`config.mk`:
```
export PLATFORM = sky130hd
export DESIGN_NAME = timer_share_ctrl
export DESIGN_NICKNAME = d
export VERILOG_FILES = /design/src/rtl/timer_share_ctrl.sv
export SDC_FILE = /design/constraint.sdc
export NUM_CORES = 1
export LEC_CHECK = 0
export ABC_AREA = 0
export BUFFER_PORTS_ARGS = -buffer_cell sky130_fd_sc_hd__buf_4
export CAP_MARGIN = 10
export CORE_UTILIZATION = 48
export DETAILED_ROUTE_END_ITERATION = 6
export PLACE_DENSITY = 0.74
export SLEW_MARGIN = 40
export SYNTH_ARGS = -nofsm -noshare
export SYNTH_HDL_FRONTEND = slang
export SYNTH_HIERARCHICAL = 1
export SYNTH_SLANG_ARGS = --single-unit
```
`constraint.sdc`:
```
create_clock -name clk -period 2.3 [get_ports clk]
set_clock_uncertainty 0.15 [all_clocks]
set_input_delay 0.115 -clock clk [delete_from_list [all_inputs] [get_ports clk]]
set_output_delay 0.115 -clock clk [all_outputs]
set_load 0.005 [all_outputs]
```
`src/rtl/timer_share_ctrl.sv`:
```
// Two-requester round-robin owner of a shared mod-41 interval counter.
// The winner holds the counter for exactly len cycles, then one DONE cycle.

module timer_share_lenchk (
    input  logic [5:0] i_len,
    output logic       o_legal
);
    assign o_legal = (i_len != 6'd0) && (i_len <= 6'd41);
endmodule

module timer_share_ctrl (
    input  logic       clk,
    input  logic       rst,
    input  logic       req0,
    input  logic       req1,
    input  logic [5:0] len0,
    input  logic [5:0] len1,
    output logic [1:0] gnt,
    output logic [5:0] cnt,
    output logic [1:0] done,
    output logic [1:0] err,
    output logic       busy
);
    localparam int NUM_REQ = 2;

    typedef enum logic [1:0] {S_IDLE, S_RUN, S_DONE} state_t;

    state_t     r_state, w_state_nxt;
    logic [1:0] r_gnt, w_gnt_nxt;
    logic [5:0] r_cnt, w_cnt_nxt;
    logic [1:0] r_done, w_done_nxt;
    logic [1:0] r_err, w_err_nxt;
    logic       r_ptr, w_ptr_nxt;
    logic [5:0] r_len, w_len_nxt;
    logic       r_owner, w_owner_nxt;

    logic [NUM_REQ-1:0]      w_req;
    logic [NUM_REQ-1:0][5:0] w_len;
    logic [NUM_REQ-1:0]      w_legal;
    logic                    w_win_vld;
    logic                    w_win;

    assign w_req = {req1, req0};
    assign w_len = {len1, len0};

    for (genvar g = 0; g < NUM_REQ; g++) begin : g_chk
        timer_share_lenchk u_chk (
            .i_len   (w_len[g]),
            .o_legal (w_legal[g])
        );
    end

    // Pointer only matters under contention; a lone request always wins.
    assign w_win_vld = |w_req;
    assign w_win     = (&w_req) ? r_ptr : w_req[1];

    always_comb begin
        w_state_nxt = r_state;
        w_gnt_nxt   = r_gnt;
        w_cnt_nxt   = r_cnt;
        w_done_nxt  = 2'b00;
        w_err_nxt   = 2'b00;
        w_ptr_nxt   = r_ptr;
        w_len_nxt   = r_len;
        w_owner_nxt = r_owner;
        case (r_state)
            S_IDLE: begin
                w_gnt_nxt = 2'b00;
                w_cnt_nxt = 6'd0;
                if (w_win_vld) begin
                    if (w_legal[w_win]) begin
                        w_state_nxt = S_RUN;
                        w_gnt_nxt   = {w_win, ~w_win};
                        w_len_nxt   = w_len[w_win];
                        w_owner_nxt = w_win;
                    end else begin
                        w_err_nxt = {w_win, ~w_win};
                        w_ptr_nxt = ~w_win;
                    end
                end
            end
            S_RUN: begin
                // Owner dropping its request wins over a same-cycle completion.
                if (!w_req[r_owner]) begin
                    w_state_nxt = S_IDLE;
                    w_gnt_nxt   = 2'b00;
                    w_cnt_nxt   = 6'd0;
                    w_ptr_nxt   = ~r_owner;
                end else if (r_cnt == r_len - 6'd1) begin
                    w_state_nxt = S_DONE;
                    w_gnt_nxt   = 2'b00;
                    w_cnt_nxt   = 6'd0;
                    w_done_nxt  = {r_owner, ~r_owner};
                end else begin
                    w_cnt_nxt = r_cnt + 6'd1;
                end
            end
            S_DONE: begin
                w_state_nxt = S_IDLE;
                w_ptr_nxt   = ~r_owner;
            end
            default: begin
                w_state_nxt = S_IDLE;
                w_gnt_nxt   = 2'b00;
                w_cnt_nxt   = 6'd0;
            end
        endcase
    end

    always_ff @(posedge clk) begin
        if (!rst) begin
            r_state <= S_IDLE;
            r_gnt   <= 2'b00;
            r_cnt   <= 6'd0;
            r_done  <= 2'b00;
            r_err   <= 2'b00;
            r_ptr   <= 1'b0;
            r_len   <= 6'd0;
            r_owner <= 1'b0;
        end else begin
            r_state <= w_state_nxt;
            r_gnt   <= w_gnt_nxt;
            r_cnt   <= w_cnt_nxt;
            r_done  <= w_done_nxt;
            r_err   <= w_err_nxt;
            r_ptr   <= w_ptr_nxt;
            r_len   <= w_len_nxt;
            r_owner <= w_owner_nxt;
        end
    end

    assign gnt  = r_gnt;
    assign cnt  = r_cnt;
    assign done = r_done;
    assign err  = r_err;
    assign busy = (r_state != S_IDLE);
endmodule

```
# Yosys cells after proc, flatten, opt, wreduce, memory -nomap -nowiden
# Cells that the tools add are included.
[totals]
register_bits = 22
input_bits = 16
output_inout_bits = 13
word_cells = 67
[classes]
addsub = 2
order_cmp = 4
n_eq_ne = 8
n_mux = 24
bitwise_logic = 6
reduce_logical = 15
[op_table]
columns = ["operator", "n"]
rows = [
  ["two-way mux 6 bit", 4],
  ["two-way mux 2 bit", 8],
  ["<= comparator 6 bit, second input constant", 2],
  ["case mux 6 bit (2 select lines)", 1],
  ["nonzero test 6 bit", 2],
  ["two-way mux 1 bit", 8],
  ["inequality test 2 bit, second input constant", 4],
  ["AND reduction 4 bit", 2],
  ["adder 6 x 1 -> 6 bit, second input constant", 1],
  ["equality test 6 bit", 1],
  ["inverter 1 bit", 6],
  ["case mux 2 bit (3 select lines)", 1],
  ["AND reduction 3 bit", 2],
  ["subtractor 6 x 1 -> 6 bit, second input constant", 1],
  ["< comparator 1 x 2 -> 1 bit, second input constant", 2],
  ["case mux 2 bit (2 select lines)", 1],
  ["AND reduction 2 bit", 2],
  ["OR reduction 4 bit", 1],
  ["inequality test 3 bit, second input constant", 1],
  ["case mux 1 bit (3 select lines)", 1],
  ["nonzero test 3 bit", 1],
  ["equality test 2 x 1 -> 1 bit, second input constant", 1],
  ["equality test 2 bit, second input constant", 1],
  ["logical AND 1 bit", 2],
  ["other kinds (3)", 3],
]

# Longest topological paths before layout
# Gate-level depths: netlist (run 1).
[logic_depth]
word_depth = 7
ltp_mapped = 8
mapped_depth_nobuf = 7

# By module
# Netlist (run 1), hierarchy kept.
[by_module_without_submodules]
columns = ["module", "instances", "cells_per_inst", "area_each_um2", "seq_area_each_um2"]
rows = [
  ["timer_share_ctrl", 1, 153, 1306.3, 440.4],
  ["timer_share_lenchk", 2, 4, 28.8, 0.0],
]

# Worst setup path before layout (run 1)
# No wires, ideal clock.
[synth_timing]
path_type = "register to register"
from = "register r_len[0]"
to = "register r_state[0]"
setup_ps = 127
arrival_ps = 2072
required_time_ps = 2023
slack_ps = -49
stages_incl_launch_ff = 6
n_path_buf = 0
synth_period_minus_slack_ps = 2349
path_cell_list = "dfxtp_1 > or4_1 > or3_4 > a211o_4 > o2111ai_2 > or3b_1"
[synth_between]
elab_chain_len = 4
[synth_rtl]
columns = ["element", "line", "rtl"]
rows = [
  ["start: declaration", "34", "logic [5:0] r_len, w_len_nxt;"],
  ["start signal: assignment", "127", "r_len <= w_len_nxt;"],
  ["subtractor 6 x 1 -> 6 bit", "89", "end else if (r_cnt == r_len - 6'd1) begin"],
  ["equality test 6 bit", "89", ""],
  ["inequality test 3 bit (no line)", "n/a", ""],
  ["AND reduction 3 bit (no line)", "n/a", ""],
  ["end signal: assignment", "121", "r_state <= w_state_nxt;"],
  ["end: declaration", "28", "state_t r_state, w_state_nxt;"],
]
# No other way between the ends.
# A chain may end at the register's enable or synchronous reset.

# Worst setup path after layout (run 1)
[layout_timing]
from = "register r_len[1]"
to = "register r_state[0]"
# The elaborated chain is that of the path after synthesis.

==> run_results.csv, run 1 <==
group,metric,value,unit
cts,cts.sinks,22,
cts,cts_setup_buffers,0,
global_routing,gr-usage-all-layers,0.217,
global_routing,grt_pass1_wl,5390,µm
power_and_ir_drop,vdd_drop_max,0.535,mV
yosys,yosys_warnings,6,
floorplanning,initial_core_util,0.527,
global_routing,antenna_found_initial,0,
sta,slew_headroom,0.665,
route,wirelength,3210,µm
route,wire_per_inst,14.4,µm
critical_path,max_stage_delay,520,ps
route,drt-pass1-iter-count,4,
yosys,ys_seq_area_frac,0.323,
floorplanning,ios,29,
placed_design,io_buffers,28,
cts,clkSlewWorstSetupHoldPaths,130,ps
global_routing,grt_max_degree,29,
power_and_ir_drop,cellLeakagePower,0.000800,µW
yosys,yosys_most_used_dff,"dfxtp_1",
critical_path,end_kind,"flip-flop",
worst_hold_path,holdPathStages,4,
placed_design,place.gp.congestion,0.780,
layout,antennaDiodeCount,0,
yosys,synth_cells,161,
critical_path,cp-start-kind,"flip-flop",
yosys,synth_top_area_share,0.323,
floorplanning,rows,18,
sta,rsz0062_at_grt,"true",
route,drcViolationCount,0,
critical_path,worst_r2r_path_depth,5,
worst_hold_path,worstHoldEndpoint,"r_len[0]",
yosys,syn_area_per_cell,8.47,µm²
yosys,ys_ff_latch,22,
yosys,synth_cell_types,45,
critical_path,worstPathCellList,"or4_4 -> or3_4 -> a211o_4 -> o2111ai_2 -> or3b_1",
cts,cts_tree,"built",
critical_path,cp_data_arrival_time,2380,ps
critical_path,r2r_end,"r_state[0]",
critical_path,critPathRequiredTime,2370,ps
cts,clockBufferDepth,2,
yosys,postSynth.asyncResetShare,0,
floorplanning,chipHeight,55.3,µm
worst_hold_path,hp-class,"input pin to flip-flop",
worst_hold_path,timing.hold.worst.start,"len0[0]",
sta,setup_ws,-15.9,ps
critical_path,crit_fanout,2,
critical_path,r2r_slack,-20,ps
power_and_ir_drop,powerDensity,721,nW/µm²
yosys,synth-edff-count,0,
sta,fin_crit,2320,ps
sta,min_period_over_period,1.01,
floorplanning,coreArea,2590,µm²
route,via_per_inst,5.83,
run_status,status,"finished with violations",
route,vias,1301,
yosys,synthTopCellsByArea,"dfxtp_1 32%, nand2_1 6.9%, ha_1 5.5%",
cts,clkLatencyLatePin,320,ps
placed_design,pre_cts_ws,-4.36,ps
job,maxCapViolCount,0,
route,drtAntennaViolNets,0,
yosys,yosys.area.top_type,"dfxtp_1",
route,drt-initial-drc-count,44,
sta,finalHoldViolCount,0,
sta,drv_slew,0,
yosys,synth_area,1360,µm²
layout,fillers,209,
layout,final_area,1720,µm²
critical_path,cp_slowest_cell,"or4_4",
critical_path,crit_type,"flip-flop to flip-flop",
run_status,violations,"setup timing",
floorplanning,die_x,55.3,µm
cts,cts_max_level,1,
floorplanning,dieArea,3060,µm²
global_routing,first_global_vias,1224,
sta,max_freq,0.432,GHz
cts,cts_buffers,3,
placed_design,dpl_cell_area,1630,µm²
sta,worstMarginPinSlew,502,ps
sta,final-setup-viol-count,1,
layout,drive_above_1_share,0.254,
placed_design,dp_hpwl,2410,µm
layout,area_growth,26.4,%
critical_path,rr_startpoint,"r_len[1]",
power_and_ir_drop,p_total,1240,µW
yosys,synth_nets,183,
layout,fin_nets,216,
global_routing,overflow,0,
cts,clockRootBuffer,"clkbuf_4",
==> layout by cell type, fill, tap and decap left out, types with 2 or more instances in the layout <==
cell type,synthesis,final
buf_4,0,35
nand2_1,25,25
dfxtp_1,22,20
nand3_1,11,11
inv_1,7,7
o211a_1,7,7
nor2_1,7,6
ha_1,6,6
mux2i_1,5,5
xnor2_1,5,5
nand2b_1,4,4
and2_1,3,3
o21ai_0,3,3
nor3_1,3,3
xor2_1,3,3
nand4_1,3,3
o31a_1,3,3
clkbuf_4,0,3
a21boi_0,3,2
nor2b_1,2,2
and4_1,2,2
o221ai_1,2,2
or4_1,3,2
o21a_1,2,2
dlygate4sd3_1,0,2
dfxtp_2,0,2
==> cells in the mapped netlist, types with 2 or more instances <==
library cell / number
clkbuf_1: 8
o21ai_0: 3
inv_1: 7
and4_1: 2
and2_1: 3
nand4_1: 3
o21a_1: 2
nor2b_1: 2
nand3_1: 11
nor3_1: 3
nor2_1: 7
ha_1: 6
mux2i_1: 5
o31a_1: 3
xor2_1: 3
nand2_1: 25
nand2b_1: 4
a21boi_0: 3
or4_1: 3
dfxtp_1: 22
xnor2_1: 5
o211a_1: 7
o221ai_1: 2
==> worst max path at each step <==
| stage | from | endpoint | slack, ps | cells past startpoint |
|---|---|---|---|---|
| after floorplan | r_len[1] | r_state[0] | -20 | 5 |
| after global placement | r_len[1] | r_state[0] | 10 | 5 |
| after detailed placement | r_len[1] | r_state[0] | -4 | 5 |
| after CTS | r_len[1] | r_state[0] | -4 | 5 |
| after global routing | r_len[1] | r_state[0] | -40 | 5 |
| final | r_len[1] | r_state[0] | -20 | 5 |
==> per-stage QoR <==
| stage | instances | TNS, ps | util | hold WS (ps) |
|---|---|---|---|---|
| after floorplan | 161 | -15.7 | - | 129 |
| after global placement | 217 | 0 | 0.629 | 303 |
| after detailed placement | 217 | -4.36 | 0.629 | 302 |
| after CTS | 223 | -4.37 | 0.659 | 7.87 |
| after global routing | 223 | -81.8 | 0.666 | 16.5 |
| final | 223 | -15.9 | 0.666 | 4.16 |
==> cells by family after synthesis <==
logic type      after synthesis  share of synthesized area
fa+ha+maj                     6                     0.0550
flops                        22                      0.323
compound gates               32                      0.210
buf+inv                      16                     0.0450
mux                           5                     0.0367
simple gates                 72                      0.279
xor+xnor                      8                     0.0514
==> worst max-delay path, delay by kind of cell, from the launching register on <==
| kind | cells | cell delay [ps] |
|---|---|---|
| AOI/OAI and AO/OA | 2 | 500 |
| and+or+nand+nor | 3 | 1220 |
| DFF | 1 | 340 |
==> flip-flops by register name (all words and copies together) (netlist names) <==
register and count:
cnt 6, gnt 2, r_owner 1, r_ptr 1, r_len 6, r_state 2
err 2, done 2
==> final cells by class <==
class | count | area [µm²] | area share
Clock buffer | 3 | 22.5 | 0.0131
Clock inverter | 1 | 30.0 | 0.0174
Inverter | 7 | 26.3 | 0.0152
Multi-Input combinational cell | 123 | 882 | 0.512
Sequential cell | 22 | 443 | 0.257
Tap cell | 30 | 37.5 | 0.0218
Timing Repair Buffer | 37 | 283 | 0.164
==> per-layer routing <==
| metal | up-vias | track usage | part of all wire |
|---|---|---|---|
| met5 | - | 0 | 0 |
| met4 | 0 | 0.0643 | 0.012 |
| met3 | 4 | 0.0281 | 0.031 |
| met2 | 31 | 0.360 | 0.47 |
| met1 | 614 | 0.293 | 0.49 |
| li1 | 652 | - | - |
==> where the power goes <==
| part | leakage [µW] | switching (µW) | total (µW) | internal, µW |
|---|---|---|---|---|
| clock | 0.0000279 | 129 | 306 | 176 |
| combinational | 0.000592 | 254 | 473 | 219 |
| sequential | 0.000180 | 37.7 | 464 | 426 |
| total | 0.000800 | 421 | 1240 | 821 |
==> repair_timing <==
action / CTS / global route
resized for setup: 2 / 3
pin swaps: 0 / 1
hold buffers: 2 / 0
hold endpoints to repair: 2 / 0
gates cloned: 0 / 0
endpoints found under the setup margin: 1 / 5
No activity file was read; power rests on OpenSTA's default activity.
==> run 2, diff against run 1 <==
PLACE_DENSITY = 0.8   (was 0.74)
REMOVE_ABC_BUFFERS = 1   (was unset)
==> run_results.csv, run 2 (same netlist as run 1, synthesis figures left out) <==
group,metric,value,unit
run_status,status,"finished with violations",
run_status,violations,"setup timing",
route,wl_met2,1450,µm
route,via_per_inst,5.73,
global_routing,grt_pass1_wl,5240,µm
critical_path,crit_type,"flip-flop to flip-flop",
route,wire_per_inst,13.8,µm
global_routing,first_global_vias,1204,
route,vias,1278,
cts,cts_max_level,1,
layout,finalNonFillerCells,223,
global_routing,overflow,0,
sta,slew_headroom,0.680,
critical_path,r2r_slack,-40,ps
floorplanning,die_x,55.3,µm
sta,finalHoldViolCount,0,
placed_design,place.gp.congestion,0.809,
route,wirelength,3080,µm
sta,fin_crit,2340,ps
power_and_ir_drop,cellLeakagePower,0.000785,µW
sta,rsz0062_at_grt,"true",
layout,area_growth,23.9,%
critical_path,critPathRequiredTime,2360,ps
route,drcViolationCount,0,
placed_design,dp.cells,217,
cts,clockBufferDepth,2,
route,wl_met1,1410,µm
route,top_layer,"met4",
floorplanning,coreArea,2590,µm²
power_and_ir_drop,p_total,1100,µW
floorplanning,dieArea,3060,µm²
global_routing,grt_max_degree,29,
layout,fin_nets,217,
sta,final-setup-viol-count,1,
layout,antennaDiodeCount,0,
critical_path,cp_data_arrival_time,2410,ps
route,drt-initial-drc-count,25,
power_and_ir_drop,vdd_drop_max,0.469,mV
cts,clockRootBuffer,"clkbuf_4",
sta,max_freq,0.427,GHz
sta,min_period_over_period,1.02,
floorplanning,rows,18,
layout,drive_above_1_share,0.238,
layout,final_cell_mix,"35 x buf_4, 25 x nand2_1, 21 x dfxtp_1",
job,maxCapViolCount,0,
cts,cts_tree,"built",
global_routing,antenna_found_initial,0,
placed_design,dpl_cell_area,1630,µm²
critical_path,crit_fanout,2,
floorplanning,chipHeight,55.3,µm
route,drtAntennaViolNets,0,
global_routing,gr-usage-all-layers,0.215,
floorplanning,initial_core_util,0.527,
placed_design,dp_hpwl,2340,µm
worst_hold_path,hp-class,"input pin to flip-flop",
power_and_ir_drop,powerDensity,651,nW/µm²
route,drt-pass1-iter-count,4,
sta,worstMarginPinSlew,479,ps
cts,cts_buffers,3,
layout,final_area,1690,µm²
critical_path,cp-start-kind,"flip-flop",
route,wl_met3,133,µm
sta,drv_slew,0,
layout,final_common_cell,"buf_4",
cts,cts.sinks,22,
floorplanning,ios,29,
critical_path,end_kind,"flip-flop",
placed_design,io_buffers,28,
sta,tns,-41.2,ps
cts,clkSlewWorstSetupHoldPaths,120,ps
cts,clkLatencyLatePin,320,ps
sta,setup_ws,-41.2,ps
## run 2: worst paths after layout
path,from,to,depth (start not counted)
max,r_len[0],r_state[0],5
max reg2reg,r_len[0],r_state[0],5
min reg2reg,gnt[1],gnt[1],2
min,len1[5],r_len[5],4
## run 2: what timing repair did
| action | in CTS | in global routing |
|---|---|---|
| gates resized for setup | 1 | 3 |
| endpoints found under the hold margin | 3 | 0 |
| setup endpoints to repair | 2 | 14 |
| hold buffers | 3 | 0 |
| pin swaps | 0 | 1 |
| buffers inserted | 0 | 0 |
## run 2: routing by layer
metal	GRT usage	up-vias
met3	0.0328	7
met5	0	-
met4	0.136	0
li1	-	652
met2	0.344	44
met1	0.269	575
## run 2: worst max-delay path, stage by stage, from the launching register on
cell and delay (ps):
dfxtp_2 340, or4_4 520, or3_4 350, a211o_4 340
o2111ai_2 180, or3b_1 360
## run 2: report_power, final
part | switching (µW) | leakage [µW] | total, µW | internal [µW]
clock network | 118 | 0.0000138 | 180 | 61.4
registers | 36.4 | 0.000180 | 462 | 425
logic | 244 | 0.000591 | 459 | 215
## run 2: stage by stage
stage / setup slack (ps) / hold WS, ps / utilization
after floorplan: -49.5 / 78.8 / -
after global placement: -7.26 / 304 / 0.629
after detailed placement: -63.8 / 308 / 0.629
after CTS: -59.5 / 2.42 / 0.651
after global routing: -73.4 / 26.7 / 0.652
final: -41.2 / 14.7 / 0.652
## run 2: area by class of cell
| type | count | area (µm²) |
|---|---|---|
| tap | 30 | 37.5 |
| inverter | 7 | 26.3 |
| clock buffer | 3 | 22.5 |
| timing repair buffer | 38 | 293 |
| sequential | 22 | 442 |
| fill | 204 | 901 |
| multi-input combinational | 123 | 868 |
